--- src/rtl/irq_encoder8to3_if.sv ---
// Request/index-stream bundle for irq_encoder8to3.
// master = encoder side (drives the presented code), slave = requester/consumer side.
interface irq_encoder8to3_if;
    logic [7:0] req;
    logic       ack;
    logic [2:0] code;
    logic       valid;
    logic [7:0] pending;
    logic       overrun;

    modport master (
        input  req,
        input  ack,
        output code,
        output valid,
        output pending,
        output overrun
    );

    modport slave (
        output req,
        output ack,
        input  code,
        input  valid,
        input  pending,
        input  overrun
    );
endinterface

--- src/rtl/irq_encoder8to3.sv ---
// 8-to-3 priority encoder with sticky request capture and a valid/ack handshake.
// The presented code is held until accepted; there is no preemption.
module irq_encoder8to3 #(
    parameter bit HIGH_FIRST = 1'b1
) (
    input  logic                      clk,
    input  logic                      rst,
    irq_encoder8to3_if.master         bus
);

    typedef enum logic [0:0] {StIdle, StPresent} state_e;

    state_e     state_q, state_d;
    logic [7:0] pending_q, pending_d;
    logic [2:0] code_q, code_d;
    logic       overrun_q, overrun_d;

    logic       accept;
    logic [7:0] clr;
    logic [2:0] sel;

    // ack only counts while a code is presented, so an X on ack in idle is masked here.
    assign accept    = (state_q == StPresent) & bus.ack;
    assign clr       = accept ? (8'd1 << code_q) : 8'd0;
    // Set wins over clear: a fresh req on the accepted bit keeps it pending.
    assign pending_d = (pending_q & ~clr) | bus.req;
    assign overrun_d = |(bus.req & pending_q & ~clr);

    always_comb begin
        sel = 3'd0;
        if (HIGH_FIRST) begin
            for (int i = 0; i < 8; i++) begin
                if (pending_d[i]) sel = 3'(i);
            end
        end else begin
            for (int i = 7; i >= 0; i--) begin
                if (pending_d[i]) sel = 3'(i);
            end
        end
    end

    always_comb begin
        state_d = state_q;
        code_d  = code_q;
        unique case (state_q)
            StIdle: begin
                if (|pending_d) begin
                    code_d  = sel;
                    state_d = StPresent;
                end
            end
            StPresent: begin
                if (accept) begin
                    if (|pending_d) begin
                        code_d = sel;
                    end else begin
                        state_d = StIdle;
                    end
                end
            end
            default: state_d = StIdle;
        endcase
    end

    always_ff @(posedge clk or posedge rst) begin
        if (rst) begin
            state_q   <= StIdle;
            pending_q <= 8'h00;
            code_q    <= 3'd0;
            overrun_q <= 1'b0;
        end else begin
            state_q   <= state_d;
            pending_q <= pending_d;
            code_q    <= code_d;
            overrun_q <= overrun_d;
        end
    end

    assign bus.code    = code_q;
    assign bus.valid   = (state_q == StPresent);
    assign bus.pending = pending_q;
    assign bus.overrun = overrun_q;

endmodule

--- src/flat_wrapper.sv ---
// flat-port wrapper written by rule: the top's interface ports become plain ports
module irq_encoder8to3_flat 
#(
    parameter bit HIGH_FIRST = 1'b1
)
  (clk, rst, bus_req, bus_ack, bus_code, bus_valid, bus_pending, bus_overrun);
  irq_encoder8to3_if bus_i ();
  input  logic clk;
  input  logic rst;
  input wire logic [$bits(bus_i.req)-1:0] bus_req;
  input wire logic [$bits(bus_i.ack)-1:0] bus_ack;
  output wire logic [$bits(bus_i.code)-1:0] bus_code;
  output wire logic [$bits(bus_i.valid)-1:0] bus_valid;
  output wire logic [$bits(bus_i.pending)-1:0] bus_pending;
  output wire logic [$bits(bus_i.overrun)-1:0] bus_overrun;
  assign bus_i.req = bus_req;
  assign bus_i.ack = bus_ack;
  assign bus_code = bus_i.code;
  assign bus_valid = bus_i.valid;
  assign bus_pending = bus_i.pending;
  assign bus_overrun = bus_i.overrun;
  irq_encoder8to3 #(.HIGH_FIRST(HIGH_FIRST)) u_core (.clk(clk), .rst(rst), .bus(bus_i));
endmodule
--- config.mk ---
export PLATFORM = sky130hd
export DESIGN_NAME = irq_encoder8to3_flat
export DESIGN_NICKNAME = d
export VERILOG_FILES = /design/src/rtl/irq_encoder8to3_if.sv /design/src/rtl/irq_encoder8to3.sv /design/src/flat_wrapper.sv
export SDC_FILE = /design/constraint.sdc
export NUM_CORES = 1
export LEC_CHECK = 0
export ABC_AREA = 1
export CAP_MARGIN = 30
export CORE_MARGIN = 2
export CORE_UTILIZATION = 50
export CTS_BUF_LIST = sky130_fd_sc_hd__clkbuf_4
export DETAILED_ROUTE_END_ITERATION = 7
export DONT_BUFFER_PORTS = 1
export PLACE_DENSITY = 0.66
export SLEW_MARGIN = 20
export SYNTH_ARGS = -nofsm -noshare
export SYNTH_HDL_FRONTEND = slang
export SYNTH_SLANG_ARGS = --single-unit
--- constraint.sdc ---
create_clock -name clk -period 1.34 [get_ports clk]
set_input_delay 0.134 -clock clk [delete_from_list [all_inputs] [get_ports clk]]
set_output_delay 0.134 -clock clk [all_outputs]
set_load 0.02 [all_outputs]
==> results of run 1 <==
[layer usage]
metal  vias up  track usage [%]  routed length (um)
li1        357                -                   -
met1       345             29.6                 811
met2        24             41.5                1010
met3         4             4.74                  94
met4         0             7.50                  29
met5         -                0                   0
[worst max path at each step]
stage                  startpoint                  to  slack (ps)  cells past startpoint
6_report       u_core.bus.code[1]  u_core.bus.code[1]        -220                     10
5_1_grt          u_core.bus.valid  u_core.bus.code[1]        -300                     11
4_1_cts        u_core.bus.code[2]  u_core.bus.code[1]        -140                     10
3_5_place_dp   u_core.bus.code[2]  u_core.bus.code[1]        -150                      9
3_3_place_gp   u_core.bus.code[0]  u_core.bus.code[1]        -120                     10
2_1_floorplan  u_core.bus.code[2]  u_core.bus.code[1]        -100                      9
[cell usage after synthesis, drive strengths merged]
| cell | count |
|---|---|
| o2111ai | 1 |
| o22ai | 1 |
| o21bai | 1 |
| dfrtp | 13 |
| nand3 | 5 |
| nand2 | 32 |
| nor3 | 1 |
| o21ai | 7 |
| inv | 21 |
| nor2 | 10 |
| a21oi | 2 |
[cell type report]
| type | instances | share of cell area [%] |
|---|---|---|
| Sequential cell | 13 | 29.8 |
| Inverter | 21 | 7.12 |
| Tap cell | 15 | 1.69 |
| Clock buffer | 4 | 2.71 |
| Timing Repair Buffer | 32 | 22.3 |
| Multi-Input combinational cell | 60 | 36.4 |
[state kept, by name, summed over array words and instances, names as in the netlist]
| name | cells |
|---|---|
| u_core.bus.overrun | 1 |
| u_core.bus.code | 3 |
| u_core.bus.pending | 8 |
| u_core.bus.valid | 1 |
[report_power, final]
| part | leakage, nW | switching [mW] | internal (mW) |
|---|---|---|---|
| clock | 0.0184 | 0.137 | 0.136 |
| combinational | 0.419 | 0.126 | 0.102 |
| sequential | 0.120 | 0.0243 | 0.411 |
[logic make-up (layout without fill, tap and decap cells)]
kind of cell	Yosys count	in the layout
AOI/OAI and AO/OA	12	12
buffers and inverters	21	57
DFF	13	13
and+or+nand+nor	48	48
[stage by stage]
| step | cell area [sq um] | hold WS, ps | setup WS, ps | TNS [ps] | total power [mW] |
|---|---|---|---|---|---|
| after floorplan | 737 | 10.7 | -100 | -191 | 0.547 |
| after global placement | 906 | 83.5 | -120 | -299 | 0.611 |
| after detailed placement | 906 | 83.4 | -154 | -366 | 0.614 |
| after CTS | 1040 | 3.49 | -138 | -345 | 0.912 |
| after global routing | 1110 | 18.0 | -300 | -1190 | 0.976 |
| final | 1110 | 11.1 | -216 | -670 | 0.936 |
[repair_timing]
item | CTS | global route
hold endpoints to repair | 13 | 0
setup buffers | 7 | 4
resized for setup | 11 | 9
hold buffers | 1 | 0
endpoints found under the setup margin | 5 | 6
pin swaps | 5 | 13
==> flow_metrics.env, run 1 <==
export IMPL_holdPathStages=2
export IMPL_dr_pass1_iters=4
export IMPL_ys_warnings_count=0
export IMPL_outcome="finished with violations"
export IMPL_grt_start_max_net_pins=14
export IMPL_crit_chain="buf_6 -> nand2_1 -> nor2_2 -> o21bai_2 -> nor2_4 -> nand2_2 -> nor2_4 -> nor2_2 -> nand2_1 -> o21ai_2"
export IMPL_seq_area_frac_synth_pct=44.4
export IMPL_num_vias=730
export IMPL_crit_path_start_kind="flip-flop"
export IMPL_vdd_ir_drop_max_uv=675
export IMPL_setup_viol=5
export IMPL_min_period_over_period_pct=116
export IMPL_yosysTopAreaCell="dfrtp_1"
export IMPL_synth_area_leaders="dfrtp_1 44%, nand2_1 14%, inv_1 11%"
export IMPL_worstSetupPathType="reg -> reg"
export IMPL_clkLatencyLatePin_ps=280
export IMPL_skew_ps=3.06
export IMPL_maxSlewHeadroom_pct=65.1
export IMPL_final_cell_mix="30 x buf_4, 20 x inv_1, 17 x nand2_1"
export IMPL_critPathBufInv=1
export IMPL_tightest_slew_ps=523
export IMPL_clk_pin_slew_ps=90
export IMPL_grt_total_usage_pct=23.9
export IMPL_final_common_cell="buf_4"
export IMPL_synth_seq_cells=13
export IMPL_gr_total_overflow=0
export IMPL_clockBufferDepth=2
export IMPL_power_density_nw_per_um2=845
export IMPL_wl_per_cell_um=13.4
export IMPL_synth_xor_area_share_pct=0
export IMPL_grt_pass1_wl_um=3190
export IMPL_wl_um=1950
export IMPL_path_delay_family="simple AND/OR/NAND/NOR gates"
export IMPL_postLayoutSetupSlackWorst_ps=-216
export IMPL_synthAdderAreaFrac_pct=0
export IMPL_cts_tree="done"
export IMPL_syn_nets=105
export IMPL_hpwl_um=1260
export IMPL_worst_setup_path_end_kind="flip-flop"
export IMPL_start_util_pct=54.9
export IMPL_netlist_area_leader_share_pct=44.4
export IMPL_die_w_um=42.3
export IMPL_synth_top_family_by_area="simple AND/OR/NAND/NOR gates"
export IMPL_violations="setup timing"
export IMPL_cp_arrival_ps=1730
export IMPL_period_needed_ps=1560
export IMPL_fp_coreArea_sq_um=1330
export IMPL_layout_nets=142
export IMPL_synth_area_mux_share_pct=0
export IMPL_required_ps=1510
export IMPL_drc=0
export IMPL_htreeDepth=1
export IMPL_syn_area_per_cell_sq_um=7.79
export IMPL_syn_area_sq_um=732
export IMPL_cp_slowest_stage_delay_ps=440
export IMPL_reg2reg_slack_ps=-220
export IMPL_die_h_um=42.3
export IMPL_gp_congestion=0.764
export IMPL_vias_per_cell=5.03
export IMPL_drive_above_1_share_pct=54.6
export IMPL_multi_input_area_sq_um=403
export IMPL_min_path_type="in -> reg"
export IMPL_yosys_area_share_simple_pct=32.5
export IMPL_area_delta_synth_final_pct=51.3
export IMPL_crit_slowest_cell="dfrtp_2"
export IMPL_fin_cells=145
export IMPL_cts_root_buf="clkbuf_4"
export IMPL_num_antenna_cells=0
export IMPL_clkSinkCount=13
export IMPL_num_rows=13
export IMPL_r2r_start="u_core.bus.code[1]"
export IMPL_final_core_util_pct=83.0
export IMPL_drt_iter0_drc=21
export IMPL_r2r_end="u_core.bus.code[1]"
export IMPL_max_freq_mhz=643
export IMPL_synthCells=94
export IMPL_rr_worst_depth=10
export IMPL_ff_latch_area_sq_um=330
export IMPL_numCtsBuffers=3
export IMPL_synth_compound_area_share_pct=12.3
export IMPL_place_inst=129
export IMPL_grt_pass1_vias=739
export IMPL_hold_start="bus_req[1]"
export IMPL_design_die_area_sq_um=1790
export IMPL_p_leak_nw=0.558
export IMPL_antenna_found_initial=0
export IMPL_finalHoldViolCount=0
export IMPL_n_fill_cell=81
export IMPL_hold_end="u_core.bus.pending[1]"
export IMPL_boundaryPins=24
export IMPL_rsz0062_at_grt="true"
export IMPL_maxCapViolations=0
export IMPL_ant_nets=0
export IMPL_synth_cell_types=17
export IMPL_drv_slew=0
export IMPL_portBuffers=0
export IMPL_path_max_fanout=4
Note: power is estimated with default switching activity, not from simulation.
==> inputs of run 2 (changes only) <==
ABC_CLOCK_PERIOD_IN_PS = 1340   (was unset)
CELL_PAD_IN_SITES_DETAIL_PLACEMENT = 0   (was unset)
CELL_PAD_IN_SITES_GLOBAL_PLACEMENT = 1   (was unset)
CORE_MARGIN = unset   (was 2)
CORE_UTILIZATION = 40   (was 50)
PLACE_DENSITY = 0.72   (was 0.66)
==> flow_metrics.env, run 2 (synthesis results as in run 1) <==
export IMPL_largest_register_ffs=8
export IMPL_num_rows=15
export IMPL_crit_slowest_cell="dfrtp_2"
export IMPL_fp_coreArea_sq_um=1730
export IMPL_fin_cells=153
export IMPL_rr_worst_depth=10
export IMPL_wl_um=1620
export IMPL_violations="setup timing"
export IMPL_worst_setup_path_end_kind="flip-flop"
export IMPL_r2r_start="u_core.bus.code[0]"
export IMPL_finalPower_mw=0.906
export IMPL_grt_start_max_net_pins=14
export IMPL_drt_iter0_drc=8
export IMPL_setup_viol=5
export IMPL_skew_ps=2.06
export IMPL_cp_slowest_stage_delay_ps=450
export IMPL_min_path_type="in -> reg"
export IMPL_drive_above_1_share_pct=52.3
export IMPL_hold_end="u_core.bus.pending[0]"
export IMPL_maxSlewHeadroom_pct=66.6
export IMPL_cp_arrival_ps=1690
export IMPL_holdPathStages=2
export IMPL_die_w_um=44.8
export IMPL_grt_pass1_vias=648
export IMPL_final_common_cell="buf_4"
export IMPL_maxCapViolations=0
export IMPL_clockBufferDepth=2
export IMPL_antenna_found_initial=0
export IMPL_hold_start="bus_req[0]"
export IMPL_clk_pin_slew_ps=80
export IMPL_min_period_over_period_pct=110
export IMPL_n_fill_cell=175
export IMPL_drc=0
export IMPL_hold_slack_ps=9.54
export IMPL_ant_nets=0
export IMPL_p_leak_nw=0.534
export IMPL_num_vias=680
export IMPL_outcome="finished with violations"
export IMPL_gp_congestion=0.728
export IMPL_dpl_cell_area_sq_um=918
export IMPL_layout_nets=140
export IMPL_design_area_sq_um=1080
export IMPL_hpwl_um=1250
export IMPL_dr_pass1_iters=4
export IMPL_cts_root_buf="clkbuf_4"
export IMPL_r2r_end="u_core.bus.code[2]"
export IMPL_grt_total_usage_pct=18.3
export IMPL_vias_per_cell=4.44
export IMPL_clkSinkCount=13
export IMPL_rsz0062_at_grt="true"
export IMPL_wl_per_cell_um=10.6
export IMPL_path_max_fanout=5
export IMPL_max_freq_mhz=678
export IMPL_crit_path_start_kind="flip-flop"
export IMPL_finalHoldViolCount=0
export IMPL_postLayoutSetupSlackWorst_ps=-136
export IMPL_worstSetupPathType="reg -> reg"
export IMPL_die_h_um=44.8
export IMPL_area_delta_synth_final_pct=47.2
export IMPL_reg2reg_slack_ps=-140
export IMPL_tightest_slew_ps=500
export IMPL_dp_slack_ps=-179
export IMPL_crit_top_cell="nand2_1"
export IMPL_power_density_nw_per_um2=841
export IMPL_place_inst=139
export IMPL_gr_total_overflow=0
export IMPL_htreeDepth=1
export IMPL_clkLatencyLatePin_ps=270
export IMPL_portBuffers=0
export IMPL_numCtsBuffers=3
export IMPL_start_util_pct=42.4
export IMPL_final_cell_mix="28 x buf_4, 22 x nand2_1, 18 x inv_1"
export IMPL_period_needed_ps=1480
export IMPL_vdd_ir_drop_max_uv=554
export IMPL_cts_tree="done"
export IMPL_num_antenna_cells=0
export IMPL_required_ps=1550
export IMPL_crit_chain="nor2_2 -> nand2_1 -> nand2_1 -> nand2_2 -> nor2_4 -> nand2_2 -> nor2_4 -> buf_4 -> o21ai_2 -> nand2_1"
export IMPL_grt_pass1_wl_um=2640
export IMPL_boundaryPins=24
export IMPL_drv_slew=0
export IMPL_design_die_area_sq_um=2000
run 2: changes by cell type in the layout (fill, tap and decap cells not counted), sizes merged:
cell	delta
buf	-3
dlygate4sd3	+1
run 2: final cells by class:
class	instances	area (sq um)	area share, %
tap	25	31.3	2.90
clock buffer	4	30.0	2.79
timing repair buffer	30	230	21.4
inverter	21	78.8	7.32
multi-input combinational	60	377	35.0
sequential	13	330	30.7
run 2: critical path, delay by kind of cell, from the launching register on:
kind / cells / cell delay (ps)
simple gates: 8 / 780
buf+inv: 1 / 130
flops: 1 / 450
compound gates: 1 / 40
run 2: per-stage QoR:
stage / util, % / TNS [ps]
2_1_floorplan: - / -191
3_3_place_gp: 53.2 / -507
3_5_place_dp: 53.2 / -558
4_1_cts: 60.1 / -458
5_1_grt: 62.4 / -1020
6_report: 62.4 / -511
run 2: how the worst max path moves through the flow:
stage | end | cells past startpoint | start | slack, ps
4_1_cts | u_core.bus.code[1] | 10 | u_core.bus.code[1] | -150
3_5_place_dp | u_core.bus.code[1] | 10 | u_core.bus.code[1] | -180
3_3_place_gp | u_core.bus.code[0] | 9 | u_core.bus.valid | -170
5_1_grt | u_core.bus.code[0] | 11 | u_core.bus.valid | -260
6_report | u_core.bus.code[2] | 10 | u_core.bus.code[0] | -140
2_1_floorplan | u_core.bus.code[1] | 9 | u_core.bus.code[2] | -100
run 2: where the power goes:
part	switching [mW]	total, mW	internal, mW
Clock	0.130	0.265	0.135
Sequential	0.0207	0.432	0.411
Combinational	0.115	0.209	0.0934
run 2: repair_timing:
action                                  CTS  global route
hold endpoints to repair                 14             0
hold buffers                              2             0
pin swaps                                10             9
resized for setup                         8             6
endpoints found under the setup margin    5             5
buffers inserted                          6             2
run 2: per-layer routing:
metal	GRT usage (%)	part of all wire [%]	vias to the layer above
met2	31.2	50	14
met1	22.8	45	310
met3	4.80	4.3	0
li1	-	-	356
met4	5.45	0	0
met5	0	0	-
==> inputs of run 3 (changes only) <==
ABC_CLOCK_PERIOD_IN_PS = 1600   (was 1340)
CORE_UTILIZATION = 45   (was 40)
PLACE_DENSITY = unset   (was 0.72)
PLACE_DENSITY_LB_ADDON = 0.1   (was unset)
SETUP_SLACK_MARGIN = 0.3   (was unset)
clock period = 1.6 ns   (was 1.34 ns; I/O delays follow)
==> flow_metrics.env, run 3 (synthesis results as in run 1) <==
export IMPL_cp_slowest_stage_delay_ps=450
export IMPL_pwr_share_seq_pct=50.2
export IMPL_period_needed_ps=1510
export IMPL_drt_iter0_drc=4
export IMPL_vdd_ir_drop_max_uv=438
export IMPL_wl_per_cell_um=12.4
export IMPL_max_freq_mhz=662
export IMPL_power_switching_mw=0.227
export IMPL_drc=0
export IMPL_gp_congestion=0.756
export IMPL_htreeDepth=1
export IMPL_r2r_end="u_core.bus.code[1]"
export IMPL_crit_path_start_kind="flip-flop"
export IMPL_die_h_um=42.3
export IMPL_n_fill_cell=139
export IMPL_num_rows=14
export IMPL_num_vias=621
export IMPL_antenna_found_initial=0
export IMPL_hold_end="u_core.bus.pending[2]"
export IMPL_holdPathStages=2
export IMPL_worstSetupPathType="reg -> reg"
export IMPL_cts_root_buf="clkbuf_4"
export IMPL_crit_chain="inv_2 -> nand2_2 -> o21ai_2 -> nand2_2 -> nor2_4 -> nand2_2 -> nor2_4 -> nor2_4 -> nand2_1 -> o21ai_2"
export IMPL_clkSinkCount=13
export IMPL_grt_start_max_net_pins=14
export IMPL_tightest_slew_ps=499
export IMPL_design_die_area_sq_um=1790
export IMPL_grt_pass1_wl_um=2800
export IMPL_rsz0062_at_grt="true"
export IMPL_min_period_over_period_pct=94.4
export IMPL_boundaryPins=24
export IMPL_combPwrFrac_pct=19.2
export IMPL_min_path_type="in -> reg"
export IMPL_final_cell_mix="18 x inv_1, 18 x nand2_1, 13 x nand2_2"
export IMPL_wl_um=1590
export IMPL_portBuffers=0
export IMPL_drv_slew=0
export IMPL_final_core_util_pct=64.0
export IMPL_crit_slowest_cell="dfrtp_2"
export IMPL_cts_tree="done"
export IMPL_num_antenna_cells=0
export IMPL_ant_nets=0
export IMPL_maxSlewHeadroom_pct=66.7
export IMPL_path_max_fanout=5
export IMPL_place_inst=114
export IMPL_maxCapViolations=0
export IMPL_largest_register_ffs=8
export IMPL_clockBufferDepth=2
export IMPL_skew_ps=5.10
export IMPL_design_area_sq_um=963
export IMPL_numCtsBuffers=3
export IMPL_grt_pass1_vias=628
export IMPL_dr_pass1_iters=2
export IMPL_reg2reg_slack_ps=90
export IMPL_swShare_pct=30.5
export IMPL_p_leak_nw=0.469
export IMPL_grt_total_usage_pct=21.5
export IMPL_fin_cells=128
export IMPL_cp_arrival_ps=1690
export IMPL_drive_above_1_share_pct=48.2
export IMPL_hpwl_um=1160
export IMPL_start_util_pct=48.6
export IMPL_worst_setup_path_end_kind="flip-flop"
export IMPL_die_w_um=42.3
export IMPL_hold_start="bus_req[2]"
export IMPL_required_ps=1780
export IMPL_power_density_nw_per_um2=774
export IMPL_clkLatencyLatePin_ps=280
export IMPL_layout_nets=124
export IMPL_setup_viol=0
export IMPL_clk_pin_slew_ps=80
export IMPL_area_delta_synth_final_pct=31.6
export IMPL_fp_coreArea_sq_um=1510
export IMPL_cp_startpoint="u_core.bus.code[1]"
export IMPL_finalHoldViolCount=0
export IMPL_vias_per_cell=4.85
export IMPL_gr_total_overflow=0
export IMPL_dpl_cell_area_sq_um=795
export IMPL_clockPowerShare_pct=30.6
export IMPL_r2r_start="u_core.bus.code[1]"
export IMPL_p_int_mw=0.518
export IMPL_outcome="finished, final reports clean"
export IMPL_rr_worst_depth=10
run 3: changes by cell type in the layout (fill, tap and decap cells not counted), sizes merged:
| cell | before | now |
|---|---|---|
| buf | 28 | 12 |
run 3: final cells by class:
type	instances	area [sq um]	area share, %
multi-input cells	60	390	40.5
repair buffers	14	114	11.8
clock buffers	4	30.0	3.12
inverters	21	78.8	8.18
flip-flops and latches	13	330	34.3
well taps	16	20.0	2.08
run 3: timing repair:
action	4_1_cts	5_1_grt
resized for setup	14	6
pin swaps	10	5
endpoints found under the hold margin	14	0
endpoints found under the setup margin	5	5
hold buffers	2	0
buffers inserted	5	3
run 3: per-layer routing:
layer	vias to the layer above	track usage [%]	share of wire [%]
li1	322	-	-
met1	276	27.1	45
met2	18	32.9	48
met3	5	6.47	4.7
met4	0	11.3	2.3
met5	-	0	0
run 3: power groups by stage:
stage,clock (mW),sequential (mW),combinational [mW]
4_1_cts,0.234,0.374,0.134
2_1_floorplan,0,0.384,0.0755
3_5_place_dp,0,0.379,0.108
5_1_grt,0.254,0.377,0.160
3_3_place_gp,0,0.379,0.108
6_report,0.228,0.374,0.144
run 3: worst max-delay path, delay by kind of cell, from the launching register on:
kind,cells,cell delay (ps)
AO/OA/AOI/OAI,2,190
buffers and inverters,1,70
flip-flops,1,450
AND/OR/NAND/NOR,7,690
run 3: through the flow:
step / hold slack [ps] / TNS (ps) / power [mW] / setup slack, ps
finish: 17.4 / 0 / 0.746 / 89.5
CTS: 12.3 / 0 / 0.742 / 84.2
floorplan: 36.7 / 0 / 0.460 / 160
detailed placement: 109 / 0 / 0.487 / 93.5
global placement: 114 / 0 / 0.487 / 89.5
global route: 7.63 / -62.1 / 0.792 / -33.9
run 3: worst max-delay path by stage:
stage | endpoint | slack (ps) | cells after the start
3_5_place_dp | u_core.bus.code[1] | 90 | 10
4_1_cts | u_core.bus.code[1] | 80 | 12
6_report | u_core.bus.code[1] | 90 | 10
3_3_place_gp | u_core.bus.code[0] | 90 | 10
2_1_floorplan | u_core.bus.code[1] | 160 | 11
5_1_grt | u_core.bus.code[1] | -30 | 10
